$ cat src/rtl/uart_tx_if.sv
// Register-side bus of the UART transmitter: write strobe and data in,
// status, overflow, serial line and FSM debug state out.
interface uart_tx_if;
  logic [7:0] TX_DATA;
  logic       ctrl;
  logic       TX_STATUS;
  logic       tx_busy;
  logic       tx_ovf;
  logic       PC_Uart_txd;
  logic [1:0] dbg_state;

  // Handshake: ctrl is the valid strobe and TX_STATUS the ready; a byte moves
  // on an edge where both are high. ctrl with TX_STATUS low drops the byte and
  // sets tx_ovf. ctrl need not wait for ready and is never back-pressured.
  modport master (
    output TX_DATA, ctrl,
    input  TX_STATUS, tx_busy, tx_ovf, PC_Uart_txd, dbg_state
  );

  modport slave (
    input  TX_DATA, ctrl,
    output TX_STATUS, tx_busy, tx_ovf, PC_Uart_txd, dbg_state
  );
endinterface

$ cat src/rtl/uart_tx.sv
// 8N1 UART transmitter with a small byte FIFO in front of it.
// Frames go out back to back while the FIFO holds data; the line idles high.
module uart_tx #(
  parameter int unsigned CLKS_PER_BIT = 5208,
  parameter int unsigned FIFO_DEPTH   = 4
) (
  input  logic     sysclk,
  input  logic     reset,
  uart_tx_if.slave bus
);
  localparam int AW = $clog2(FIFO_DEPTH);
  localparam int CW = AW + 1;

  typedef enum logic [1:0] {S_IDLE, S_START, S_DATA, S_STOP} state_t;

  state_t          state_q, state_d;
  logic [7:0]      mem_q [FIFO_DEPTH];
  logic [AW-1:0]   wr_ptr_q, wr_ptr_d;
  logic [AW-1:0]   rd_ptr_q, rd_ptr_d;
  logic [CW-1:0]   count_q, count_d;
  logic [15:0]     baud_q, baud_d;
  logic [2:0]      bit_idx_q, bit_idx_d;
  logic [7:0]      shift_q, shift_d;
  logic            txd_q, txd_d;
  logic            ovf_q, ovf_d;

  logic full, empty, push, pop, bit_done;

  assign full     = (count_q == CW'(FIFO_DEPTH));
  assign empty    = (count_q == '0);
  // Fullness is judged before any pop on the same edge, so a pop never makes room.
  assign push     = bus.ctrl & ~full;
  assign bit_done = (baud_q == 16'(CLKS_PER_BIT - 1));

  always_comb begin
    state_d   = state_q;
    baud_d    = baud_q;
    bit_idx_d = bit_idx_q;
    shift_d   = shift_q;
    txd_d     = txd_q;
    pop       = 1'b0;
    unique case (state_q)
      S_IDLE: begin
        baud_d = '0;
        if (!empty) begin
          pop     = 1'b1;
          shift_d = mem_q[rd_ptr_q];
          txd_d   = 1'b0;
          state_d = S_START;
        end
      end
      S_START: begin
        if (bit_done) begin
          baud_d    = '0;
          txd_d     = shift_q[0];
          bit_idx_d = '0;
          state_d   = S_DATA;
        end else begin
          baud_d = baud_q + 16'd1;
        end
      end
      S_DATA: begin
        if (bit_done) begin
          baud_d = '0;
          if (bit_idx_q == 3'd7) begin
            txd_d   = 1'b1;
            state_d = S_STOP;
          end else begin
            shift_d   = {1'b0, shift_q[7:1]};
            txd_d     = shift_q[1];
            bit_idx_d = bit_idx_q + 3'd1;
          end
        end else begin
          baud_d = baud_q + 16'd1;
        end
      end
      S_STOP: begin
        if (bit_done) begin
          baud_d = '0;
          // Chain straight into the next start bit so queued frames leave no gap.
          if (!empty) begin
            pop     = 1'b1;
            shift_d = mem_q[rd_ptr_q];
            txd_d   = 1'b0;
            state_d = S_START;
          end else begin
            state_d = S_IDLE;
          end
        end else begin
          baud_d = baud_q + 16'd1;
        end
      end
      default: state_d = S_IDLE;
    endcase
  end

  always_comb begin
    wr_ptr_d = wr_ptr_q + AW'(push);
    rd_ptr_d = rd_ptr_q + AW'(pop);
    ovf_d    = ovf_q | (bus.ctrl & full);
    unique case ({push, pop})
      2'b10:   count_d = count_q + CW'(1);
      2'b01:   count_d = count_q - CW'(1);
      default: count_d = count_q;
    endcase
  end

  always_ff @(posedge sysclk or negedge reset) begin
    if (!reset) begin
      state_q   <= S_IDLE;
      wr_ptr_q  <= '0;
      rd_ptr_q  <= '0;
      count_q   <= '0;
      baud_q    <= '0;
      bit_idx_q <= '0;
      shift_q   <= '0;
      txd_q     <= 1'b1;
      ovf_q     <= 1'b0;
    end else begin
      state_q   <= state_d;
      wr_ptr_q  <= wr_ptr_d;
      rd_ptr_q  <= rd_ptr_d;
      count_q   <= count_d;
      baud_q    <= baud_d;
      bit_idx_q <= bit_idx_d;
      shift_q   <= shift_d;
      txd_q     <= txd_d;
      ovf_q     <= ovf_d;
    end
  end

  always_ff @(posedge sysclk or negedge reset) begin
    if (!reset) begin
      for (int i = 0; i < int'(FIFO_DEPTH); i++) mem_q[i] <= '0;
    end else if (push) begin
      mem_q[wr_ptr_q] <= bus.TX_DATA;
    end
  end

  assign bus.TX_STATUS   = ~full;
  assign bus.tx_busy     = (state_q != S_IDLE) | ~empty;
  assign bus.tx_ovf      = ovf_q;
  assign bus.PC_Uart_txd = txd_q;
  assign bus.dbg_state   = state_q;
endmodule

$ cat src/flat_wrapper.sv
// flat-port wrapper written by rule: the top's interface ports become plain ports
module uart_tx_flat 
#(
  parameter int unsigned CLKS_PER_BIT = 5208,
  parameter int unsigned FIFO_DEPTH   = 4
)
  (sysclk, reset, bus_TX_DATA, bus_ctrl, bus_TX_STATUS, bus_tx_busy, bus_tx_ovf, bus_PC_Uart_txd, bus_dbg_state);
  uart_tx_if bus_i ();
  input  logic sysclk;
  input  logic reset;
  input wire logic [$bits(bus_i.TX_DATA)-1:0] bus_TX_DATA;
  input wire logic [$bits(bus_i.ctrl)-1:0] bus_ctrl;
  output wire logic [$bits(bus_i.TX_STATUS)-1:0] bus_TX_STATUS;
  output wire logic [$bits(bus_i.tx_busy)-1:0] bus_tx_busy;
  output wire logic [$bits(bus_i.tx_ovf)-1:0] bus_tx_ovf;
  output wire logic [$bits(bus_i.PC_Uart_txd)-1:0] bus_PC_Uart_txd;
  output wire logic [$bits(bus_i.dbg_state)-1:0] bus_dbg_state;
  assign bus_i.TX_DATA = bus_TX_DATA;
  assign bus_i.ctrl = bus_ctrl;
  assign bus_TX_STATUS = bus_i.TX_STATUS;
  assign bus_tx_busy = bus_i.tx_busy;
  assign bus_tx_ovf = bus_i.tx_ovf;
  assign bus_PC_Uart_txd = bus_i.PC_Uart_txd;
  assign bus_dbg_state = bus_i.dbg_state;
  uart_tx #(.CLKS_PER_BIT(CLKS_PER_BIT), .FIFO_DEPTH(FIFO_DEPTH)) u_core (.sysclk(sysclk), .reset(reset), .bus(bus_i));
endmodule
$ cat config.mk
export PLATFORM = sky130hd
export DESIGN_NAME = uart_tx_flat
export DESIGN_NICKNAME = d
export VERILOG_FILES = /design/src/rtl/uart_tx_if.sv /design/src/rtl/uart_tx.sv /design/src/flat_wrapper.sv
export SDC_FILE = /design/constraint.sdc
export NUM_CORES = 1
export LEC_CHECK = 0
export CORE_ASPECT_RATIO = 1.1
export CORE_UTILIZATION = 50
export CTS_CLUSTER_SIZE = 24
export DETAILED_ROUTE_END_ITERATION = 10
export PLACE_DENSITY = 0.65
export SYNTH_ARGS = -nofsm -noshare
export SYNTH_HDL_FRONTEND = slang
export SYNTH_SLANG_ARGS = --single-unit
export TNS_END_PERCENT = 1
$ cat constraint.sdc
create_clock -name sysclk -period 3.6 [get_ports sysclk]
set_input_delay 0.36 -clock sysclk [delete_from_list [all_inputs] [get_ports sysclk]]
set_output_delay 0.36 -clock sysclk [all_outputs]
set_load 0.1 [all_outputs]
## Yosys cells after proc, flatten, opt, wreduce, memory -nomap -nowiden

Index checks and enable logic that the tools add are counted.
Widths: inputs -> output; s select.

| operators by class | value |
|---|---|
| bitwise logic cells | 8 |
| $add $sub $neg | 6 |
| multiplexer cells | 34 |
| reductions and logical operators | 12 |
| $lt $le $gt $ge | 3 |
| equal/unequal tests | 14 |

Operators by type and width:

| kind | count |
|---|---|
| $mux 8 | 7 |
| $bwmux 32 | 1 |
| $pmux 16 s2 | 1 |
| $pmux 8 s3 | 1 |
| $add 16x1->16 const B | 1 |
| $bmux 8 s2 | 1 |
| $demux 8 s2 | 1 |
| $eq 16x13->1 const B | 1 |
| $mux 16 | 1 |
| $pmux 3 s2 | 2 |
| $mux 2 | 5 |
| $mux 3 | 3 |
| $mux 1 | 8 |
| $ne 2x1->1 const B | 4 |
| $pmux 2 s4 | 1 |
| $reduce_and 4->1 | 2 |
| $add 3x1->3 const B | 2 |
| $eq 2x2->1 const B | 3 |
| $eq 3x3->1 const B | 2 |
| $ge 3x3->1 const B | 2 |
| $not 2->3 | 2 |
| $reduce_bool 2->1 | 3 |
| $reduce_and 5->1 | 1 |
| $add 2x1->2 | 2 |
| 15 further kinds | 20 |

| storage, ports and cells | value |
|---|---|
| logic and storage cells | 90 |
| output and inout port bits | 6 |
| input bits | 11 |
| flip-flop bits (word level) | 70 |

## Logic depth before layout (Yosys ltp)

| logic depth | value |
|---|---|
| depth in word-level cells | 7 |
| gate-level depth with buffers | 11 |
| mapped depth without buffers | 11 |

## Worst setup path before layout

Ideal clock, no wire load.

| path | value |
|---|---|
| path type | flip-flop to flip-flop |
| start | reg u_core.state_q[0], in the netlist u_core.bus.dbg_state[0] |
| end | reg u_core.state_q[1], in the netlist u_core.bus.dbg_state[1] |
| clock period less this slack | 3017 ps |
| setup time | 126 ps |
| data arrival time | 2891 ps |
| buffers on the path | 0 |
| stages on the path, launching flop included | 6 |
| data required time | 3474 ps |
| path slack | 583 ps |
| cells stage by stage | dfrtp_1 inv_1 ha_1 or4b_1 o221ai_1 mux2_2 |

| between the ends | value |
|---|---|
| longest elaborated chain between the ends | 3 |
| elaborated cells on any way between the ends | 11 |
| those cells by class | eq/ne (8); mux (1); reduce/logical (2) |

RTL lines:

| item | line | RTL |
|---|---|---|
| from (decl) | uart_tx.sv:16 | `state_t state_q, state_d;` |
| from (signal assigned) | uart_tx.sv:120 | `state_q <= state_d;` |
| $eq 2x2->1 (tied with other cells) | uart_tx.sv:42 | `unique case (state_q)` |
| $ne 2x1->1 (no source line) or $ne 2x2->1 (tied branches) | - |  |
| $reduce_and 5->1 (no source line) | - |  |

Several ways; a longest one is shown, not always the timed one.
A chain may end at the register's enable or synchronous reset.

## Worst setup path in the final report

| path | value |
|---|---|
| start | reg u_core.state_q[0], in the netlist u_core.bus.dbg_state[0] |
| end | out bus_tx_busy |

| between the ends | value |
|---|---|
| longest elaborated chain between the ends | 2 |

RTL lines:

| item | line | RTL |
|---|---|---|
| $reduce_bool 2->1 | uart_tx.sv:141 | `assign bus.tx_busy = (state_q != S_IDLE) \| ~empty;` |
| $or 1x1->1 | uart_tx.sv:141 |  |
| to (decl) | flat_wrapper.sv:14 | `output wire logic [$bits(bus_i.tx_busy)-1:0] bus_tx_busy;` |

No other way between the ends.

==> results by group <==
Timing
  • Final min period: 3.016 ns
  • Final Setup Violations: 0
  • Unrepaired setup endpoints after global routing: no
  • Fin. Hold Viols: 0
  • Max_slew headroom: between 30% and 40%
  • Setup Skew: 0.01017 ns
  • Max Clock Freq: 331.6 MHz
  • Max-slew violations: 0
  • Final period util: between 80% and 90%
  • Setup TNS: 0 ns
  • Slew at the pin closest to its max-slew limit: 0.9756 ns
  • Worst hold margin: 0.01672 ns

Worst setup path
  • R2R setup slack: 0.83 ns
  • CP delay by family, top: buffers and inverters
  • WS Path Type: register to output port
  • CP Cell Sequence: inv_1 -> ha_1 -> or4b_1 -> clkdlybuf4s50_1
  • Max stage delay on crit path: 1.00 ns
  • Crit. End Element: output port
  • CP Launch Type: register
  • Crit path buffers/inverters: 2
  • Crit path max fanout: 6
  • Worst EP required: 3.24 ns
  • Worst path arrival time: 2.66 ns
  • Slowest CP cell: clkdlybuf4s50_1

Power
  • Power Density: 625.1 nW/um^2
  • Peak supply drop: 382.3 uV
  • Leakage Power: between 1.5 and 2 nW
  • Power Total: 2.490 mW

Logic synthesis
  • Post-synth cell types: 48
  • Main flop type after synthesis: dfrtp_1
  • Post-synth top area share: 48.95%
  • Post-synthesis register bit count: 70
  • Number of enable flip-flop cells after synthesis: 0
  • Post-Syn Area: 3527 um^2
  • Fraction of registers with async set/reset: 100.0%
  • Syn Nets: 305
  • Yosys warning count: 0
  • Post-synthesis sequential area ratio: between 40% and 50%
  • Syn Inst Count: about 280
  • Cell taking the most area after synthesis: dfrtp_1
  • Top cells by area, synth: dfrtp_1 (49%), mux2_2 (11%), mux4_2 (5.1%), ha_1 (3.9%), nand2_1 (3.1%)
  • Synthesized area per cell: 12.51 um^2

Detailed routing
  • Post-DR vias/cell: 5.595
  • DR WL/cell: 16.24 um
  • Post-DRT Antenna Nets: 0
  • Drt first pass iters: 4
  • Total Routed Length: about 6300 um
  • DRT iter0 DRCs: 112
  • Via count: 2182
  • Residual DRC: 0

Floorplan
  • Starting Density: 52.56%
  • Die span in x: 82.08 um
  • Io pins: 17
  • Die height: 90.09 um
  • # rows: 31
  • Area of the core: 6710 um^2
  • DIE AREA: ~7400 um^2

Clock network
  • Post-CTS Setup Bufs: 0
  • Clock-pin transition on the worst setup and hold timing paths: around 0.080 ns
  • CTS buffer count: 9
  • H-tree lvl count: 3
  • Resized Gates After CTS: 0
  • Root buffer cell: clkbuf_8
  • Hold Buf Count CTS: 0
  • Count of clock tree sinks: 70
  • Clk buf depth: 2
  • CTS tree: yes
  • Worst-skew pair later-pin latency: 0.34 ns

Worst hold path
  • Min-Delay Path Class: primary input to asynchronous set/reset pin

Global route
  • Total track usage: 19.52%
  • Initial antenna violation count: 0
  • Largest net degree at the start of global routing: 27
  • Number of global-route vias before repair: 2234
  • Total congestion overflow: 0
  • First-pass GRT wire length: between 10000 and 15000 um

Placement
  • Dpl hpwl: 4424 um
  • Gpl congestion: 0.7770
  • I/O Buffers: 16
  • Inst Count DP: ~370

Finish
  • # fillers: 552
  • Area occupied by multi-input gates: 1697 um^2
  • # diodes: 0
  • Final net count: roughly 330
  • Fin cells: 390
  • Sequential cell area: between 1500 and 2000 um^2
  • Layout area overhead: 12.91%
  • Share of layout cells above drive strength 1: 26.30%

Status
  • Status: completed

Flow run
  • Maxcap violations: 0
==> metal layers <==
metal  wire [um]  vias to the layer above  GRT usage [%]  part of all wire [%]
met4          68                        0          7.456                   1.1
met5           0                        -              0                     0
met1        3048                     1102          26.45                    48
met3         144                        7          3.655                   2.3
met2        3073                       29          30.65                    49
li1            -                     1044              -                     -
==> state kept, by name (all words and copies together), names as in the netlist <==
signal / flops
u_core.baud_q: 16
u_core.bit_idx_q: 3
u_core.bus.PC_Uart_txd: 1
u_core.bus.dbg_state: 2
u_core.bus.tx_ovf: 1
u_core.count_q: 3
u_core.mem_q: 32
u_core.rd_ptr_q: 2
u_core.shift_q: 8
u_core.wr_ptr_q: 2
==> cells in the mapped netlist, types with 2 or more instances <==
| cell | number |
|---|---|
| dfrtp_1 | 69 |
| mux2_2 | 33 |
| nand2_1 | 29 |
| nor2_1 | 17 |
| ha_1 | 11 |
| inv_1 | 11 |
| xnor2_1 | 10 |
| mux4_2 | 8 |
| nand3_1 | 8 |
| xor2_1 | 8 |
| mux2_4 | 7 |
| clkbuf_1 | 6 |
| nor3_1 | 6 |
| o21ai_0 | 6 |
| a21oi_1 | 4 |
| a22o_1 | 3 |
| nand2b_1 | 3 |
| nand4_1 | 3 |
| nor4_1 | 3 |
| nor4b_4 | 3 |
| and3_1 | 2 |
| buf_2 | 2 |
| mux2i_1 | 2 |
| nand3b_4 | 2 |
| or2_2 | 2 |
| or3_1 | 2 |
==> logic make-up after synthesis <==
logic type | synth area share [%]
fa+ha+maj | 4.470
flops | 49.70
simple gates | 15.29
mux | 19.19
compound gates | 4.683
buf+inv | 2.199
xor+xnor | 4.470
==> final cells by class <==
type | instances | share of cell area [%]
inverters | 12 | 1.131
repair buffers | 18 | 4.273
multi-input cells | 192 | 42.60
clock inverters | 4 | 1.759
well taps | 82 | 2.576
flip-flops and latches | 70 | 44.02
clock buffers | 12 | 3.644
==> per-stage QoR <==
step / utilization, % / area (um^2) / setup WS [ns]
final: 59.35 / 3983 / 0.5844
after global routing: 59.35 / 3983 / 0.4765
after CTS: 59.35 / 3983 / 0.5752
after detailed placement: 56.14 / 3767 / 0.8279
after global placement: 56.14 / 3767 / 0.9547
after floorplan: - / 3527 / 0.5828
==> power by group <==
group	internal (mW)	total, mW	switching [mW]
sequential	1.01	1.15	0.141
clock	0.408	0.698	0.290
combinational	0.362	0.643	0.281
total	1.78	2.49	0.712
==> worst paths after layout <==
check	start	end	depth (start not counted)
setup / recovery	u_core.bus.dbg_state[0]	bus_tx_busy	4
hold / removal	reset	u_core.baud_q[12]	1
setup reg to reg	u_core.baud_q[0]	u_core.count_q[2]	11
hold reg to reg	u_core.baud_q[0]	u_core.baud_q[0]	1
max in group asynchronous	reset	u_core.shift_q[7]	2
min in group sysclk	u_core.baud_q[0]	u_core.baud_q[0]	1
==> cell usage in the layout (no fill, tap or decap), types with 4 or more instances in the layout <==
master           count
nand3_1              8
ha_1                11
mux2_4               7
mux4_2               8
nand2_1             29
inv_1               11
nor2_1              17
a21oi_1              4
clkdlybuf4s50_1     15
xor2_1               8
o21ai_0              6
nor3_1               6
clkbuf_8            10
xnor2_1             10
mux2_2              33
dfrtp_1             69
No activity file was read; power rests on OpenSTA's default activity.
